## src/rtl/core_ifetch_if.sv

```systemverilog
// Instruction-bus bundle between the fetch stage (master) and the memory side (slave).
// A request is accepted on any cycle where req and gnt are both high.
`timescale 1ns/1ps
interface core_ifetch_if;
  logic        req;
  logic [31:0] addr;
  logic        gnt;
  logic        rvalid;
  logic [31:0] rdata;

  modport master (output req, addr, input gnt, rvalid, rdata);
  modport slave  (input req, addr, output gnt, rvalid, rdata);
endinterface

```

## src/rtl/core_ifetch.sv

```systemverilog
// Fetch/PC sequencing stage: one outstanding word read, a single output slot for
// decode, and a redirect path that flushes wrong-path data.
`timescale 1ns/1ps
module core_ifetch #(
  parameter logic [31:0] RESET_PC = 32'h0000_0000
) (
  input  logic                clk,
  input  logic                rst,
  input  logic                i_branch_jalr,
  input  logic [31:0]         i_branch_jalr_target,
  input  logic                i_stall,
  core_ifetch_if.master       ibus,
  output logic                o_instr_valid,
  output logic [31:0]         o_instr,
  output logic [31:0]         o_instr_pc
);

  typedef enum logic [1:0] {S_REQ, S_WAIT, S_DROP} state_t;

  state_t      state_reg;
  logic [31:0] pc_reg;
  logic [31:0] ipc_reg;
  logic [31:0] instr_reg;
  logic [31:0] instr_pc_reg;
  logic        instr_valid_reg;

  logic        slot_free;
  logic        req;
  logic [31:0] target_aligned;
  logic        unused_target_bits;

  assign slot_free          = !instr_valid_reg || !i_stall;
  // A redirect suppresses the request so the stale pc is never accepted.
  assign req                = !rst && (state_reg == S_REQ) && slot_free && !i_branch_jalr;
  assign target_aligned     = {i_branch_jalr_target[31:2], 2'b00};
  assign unused_target_bits = ^i_branch_jalr_target[1:0];

  assign ibus.req      = req;
  assign ibus.addr     = pc_reg;
  assign o_instr_valid = instr_valid_reg;
  assign o_instr       = instr_reg;
  assign o_instr_pc    = instr_pc_reg;

  always_ff @(posedge clk) begin
    if (rst) begin
      state_reg       <= S_REQ;
      pc_reg          <= RESET_PC;
      ipc_reg         <= RESET_PC;
      instr_reg       <= 32'h0000_0013;
      instr_pc_reg    <= 32'h0000_0000;
      instr_valid_reg <= 1'b0;
    end else begin
      if (instr_valid_reg && !i_stall) begin
        instr_valid_reg <= 1'b0;
      end

      case (state_reg)
        S_REQ: begin
          // rvalid here would be a bus protocol error and is ignored.
          if (req && ibus.gnt) begin
            pc_reg    <= pc_reg + 32'd4;
            ipc_reg   <= pc_reg;
            state_reg <= S_WAIT;
          end
        end
        S_WAIT: begin
          if (ibus.rvalid) begin
            if (!i_branch_jalr) begin
              instr_reg       <= ibus.rdata;
              instr_pc_reg    <= ipc_reg;
              instr_valid_reg <= 1'b1;
            end
            state_reg <= S_REQ;
          end else if (i_branch_jalr) begin
            state_reg <= S_DROP;
          end
        end
        S_DROP: begin
          if (ibus.rvalid) begin
            state_reg <= S_REQ;
          end
        end
        default: state_reg <= S_REQ;
      endcase

      // Redirect wins over the sequential pc and flushes the slot even when stalled.
      if (i_branch_jalr) begin
        pc_reg          <= target_aligned;
        instr_valid_reg <= 1'b0;
      end
    end
  end

endmodule

```

## src/flat_wrapper.sv

```systemverilog
// flat-port wrapper written by rule: the top's interface ports become plain ports
module core_ifetch_flat 
#(
  parameter logic [31:0] RESET_PC = 32'h0000_0000
)
  (clk, rst, i_branch_jalr, i_branch_jalr_target, i_stall, o_instr_valid, o_instr, o_instr_pc, ibus_req, ibus_addr, ibus_gnt, ibus_rvalid, ibus_rdata);
  core_ifetch_if ibus_i ();
  input  logic clk;
  input  logic rst;
  input  logic i_branch_jalr;
  input  logic [31:0] i_branch_jalr_target;
  input  logic i_stall;
  output logic o_instr_valid;
  output logic [31:0] o_instr;
  output logic [31:0] o_instr_pc;
  output wire logic [$bits(ibus_i.req)-1:0] ibus_req;
  output wire logic [$bits(ibus_i.addr)-1:0] ibus_addr;
  input wire logic [$bits(ibus_i.gnt)-1:0] ibus_gnt;
  input wire logic [$bits(ibus_i.rvalid)-1:0] ibus_rvalid;
  input wire logic [$bits(ibus_i.rdata)-1:0] ibus_rdata;
  assign ibus_req = ibus_i.req;
  assign ibus_addr = ibus_i.addr;
  assign ibus_i.gnt = ibus_gnt;
  assign ibus_i.rvalid = ibus_rvalid;
  assign ibus_i.rdata = ibus_rdata;
  core_ifetch #(.RESET_PC(RESET_PC)) u_core (.clk(clk), .rst(rst), .i_branch_jalr(i_branch_jalr), .i_branch_jalr_target(i_branch_jalr_target), .i_stall(i_stall), .ibus(ibus_i), .o_instr_valid(o_instr_valid), .o_instr(o_instr), .o_instr_pc(o_instr_pc));
endmodule
```

## config.mk

```make
export PLATFORM = sky130hd
export DESIGN_NAME = core_ifetch_flat
export DESIGN_NICKNAME = d
export VERILOG_FILES = /design/src/rtl/core_ifetch_if.sv /design/src/rtl/core_ifetch.sv /design/src/flat_wrapper.sv
export SDC_FILE = /design/constraint.sdc
export NUM_CORES = 1
export LEC_CHECK = 0
export ABC_AREA = 1
export CAP_MARGIN = 10
export CORE_MARGIN = 4
export CORE_UTILIZATION = 50
export DETAILED_ROUTE_END_ITERATION = 8
export MAX_ROUTING_LAYER = met4
export PLACE_DENSITY = 0.85
export SLEW_MARGIN = 20
export SYNTH_ARGS = -nofsm -noshare
export SYNTH_HDL_FRONTEND = slang
export SYNTH_SLANG_ARGS = --single-unit
export TNS_END_PERCENT = 30
```

## constraint.sdc

```tcl
create_clock -name clk -period 2.87 [get_ports clk]
set_input_delay 0.287 -clock clk [delete_from_list [all_inputs] [get_ports clk]]
set_output_delay 0.287 -clock clk [all_outputs]
set_load 0.02 [all_outputs]
```

==> qor.txt <==
status -> completed
hold crit path type -> in2reg
Num CTS Buffers -> 17
Hold Crit Start -> ibus_rdata[4]
Seq/Total Area, Yosys -> 45.2%
final WL -> 15.8 mm
CP startpoint kind -> register
IO Pins -> 168
Core Area -> 10800 µm²
Die Height -> 113 µm
die area -> 12800 µm²
maximum clock rate -> 448 MHz
Routability Congestion -> 0.962
RSZ-0062 raised after global routing -> false
Setup Viol. Count Final -> 0
# rows -> 38
grt ovf -> 0
post-CTS sizing -> 0
Tcrit/Tclk final -> 77.7%
largest net degree at the start of global routing -> 90
Finished Layout Cells -> 1103
DR vias/cell -> 5.17
Die X -> 113 µm
CTS clk-pin slew, worst paths -> 0.06 ns
CTS tree -> built
Req. time, crit path -> 2.58 ns
R2R cell count -> 10
Hold EP -> u_core.o_instr[4]
via count of the first global-routing pass -> 5285
Slew Limit Fails -> 0
Synth area leaders -> dfxtp_1 (45%), nor2_1 (13%), nand2_1 (8.8%), o21ai_0 (8.6%), nand3_1 (5.3%)
slowest stage cell, crit path -> clkdlybuf4s50_1
Ys Warns -> 0
Yosys top cell by area -> dfxtp_1
clock latency on the worst-skew pair -> 0.51 ns
crit path kind -> reg2out
Starting DRT DRC Count -> 569
initial antenna violation count -> 0
Detail Route Antenna Nets -> 0
placed instance count -> 1072
Avg Synthesized Cell Area -> 6.90 µm²
leakage power -> 3.23 nW
Clock Skews -> 0.00788 ns
crit-path max FO -> 4
# Post-CTS Setup Buffers -> 0
total track usage -> 25.0%
Inserted Diodes -> 0
Top delay family on crit path -> buffers and inverters
first-pass GRT wire length -> 25.4 mm
Yosys top cell area share -> 45.2%
Tot Pwr -> 4.20 mW
WP buf/inv -> 2
DRT Pass-1 Iters -> 6
Post-synth EDFFs -> 0
CTS Root Cell -> clkbuf_8
worst reg2reg path endpoint -> u_core.ibus.addr[20]
maximum vdd drop -> 457 µV
layout cells sized above 1 -> 5.92%
port bufs -> 161
setup TNS -> 0 ns
endpoints failing hold -> 0
Post-Syn Area -> 5530 µm²
Fin Hold WS -> 0.355 ns
crit path DAT -> 1.94 ns
post-synth cell types -> 35
fin crit period -> 2.23 ns
via count -> 5701
CTS max path bufs -> 2
final instance area -> 7730 µm²
max reg flops -> 32
WHS Path Cells -> 3
CTS H-tree depth -> 4
DP Wirelength -> 10.8 mm
Sink Count -> 125
Synth Register Bits -> 125
Area Growth Syn to Fin -> 39.7%
ys flop type -> dfxtp_1
PwrDens -> 543 nW/µm²
Synth top cells by count -> nor2_1 (192), nand2_1 (129), dfxtp_1 (125)
placed inst area -> 7210 µm²
FFs w/ async S/R, synth -> 0%
DRC viols -> 0
FF-to-FF Start -> u_core.ibus.addr[2]
cell with the most instances after synthesis -> nor2_1
Synth Instances -> 801
Setup crit end kind -> output port
CP cell instances -> nor2_1, nand3_2, inv_1, clkdlybuf4s50_1
hold-fix buffers at CTS -> 0
Reg2Reg Setup Slack -> 1.06 ns
initial core utilization -> 51.0%
Critical Path Max Stage Delay -> 0.60 ns
max_cap viols -> 0
Routed wire per std cell -> 14.3 µm
Nets -> 1022
per-layer routing:
| metal | GRT usage, % | routed length (µm) | vias up |
|---|---|---|---|
| li1 | - | - | 2858 |
| met1 | 33.9 | 7180 | 2553 |
| met2 | 38.2 | 7060 | 254 |
| met3 | 4.71 | 1210 | 36 |
| met4 | 7.69 | 347 | 0 |
| met5 | - | 0 | - |
how the worst max path moves through the flow:
stage / startpoint / endpoint / slack, ns / cells past startpoint
5_1_grt: u_core.state_reg[1] / ibus_req / 0.57 / 4
2_1_floorplan: u_core.ibus.addr[2] / u_core.ibus.addr[20] / 1.21 / 10
3_3_place_gp: rst / ibus_req / 0.71 / 5
6_report: u_core.state_reg[1] / ibus_req / 0.64 / 4
4_1_cts: u_core.state_reg[1] / ibus_req / 0.61 / 4
3_5_place_dp: rst / ibus_req / 0.69 / 5
tightest hold or removal path, delay by kind of cell:
| family | cells | cell delay, ns |
|---|---|---|
| buffers and inverters | 1 | 0.40 |
| and+or+nand+nor | 2 | 0.12 |
layout by cell type, fill, tap and decap left out, types with 2 or more instances in the layout:
cell type / instances
nor2_1: 192
clkdlybuf4s50_1: 161
nand2_1: 129
dfxtp_1: 125
o21ai_0: 95
inv_1: 73
nand3_1: 59
a21oi_1: 33
clkbuf_16: 16
buf_4: 9
a211oi_1: 8
nor3_1: 7
nor2_4: 6
clkinv_2: 5
a31oi_1: 4
xor2_1: 4
conb_1: 4
nand2_2: 3
inv_2: 3
inv_6: 3
clkinv_4: 3
nand4_1: 2
and2_1: 2
clkbuf_8: 2
clkinvlp_4: 2
buf_12: 2
final cells by class:
type	count	area (µm²)
Clock buffer	18	428
Inverter	76	285
Fill cell	888	3110
Clock inverter	13	92.6
Tap cell	140	175
Multi-Input combinational cell	559	2520
Sequential cell	125	2500
Timing Repair Buffer	172	1720
metrics by stage:
stage                     utilization [%]  worst slack, ns
after global placement               66.5            0.707
after global routing                 71.3            0.568
after floorplan                         -             1.21
after CTS                            71.3            0.615
after detailed placement             66.5            0.687
final                                71.3            0.640
where the power goes:
| part | total, mW | internal [mW] | leakage (nW) | switching, mW |
|---|---|---|---|---|
| Clock | 1.88 | 1.08 | 0.257 | 0.804 |
| Combinational | 0.456 | 0.214 | 1.96 | 0.242 |
| Sequential | 1.85 | 1.80 | 1.02 | 0.0576 |
logic make-up after synthesis:
logic type | synth area share (%)
DFF | 45.2
other | 0.0678
and+or+nand+nor | 30.8
AOI/OAI and AO/OA | 13.7
xor gates and xnor gates | 0.633
buffers and inverters | 9.39
adders and majority gates | 0.226
(Power assumes the default switching activity.)
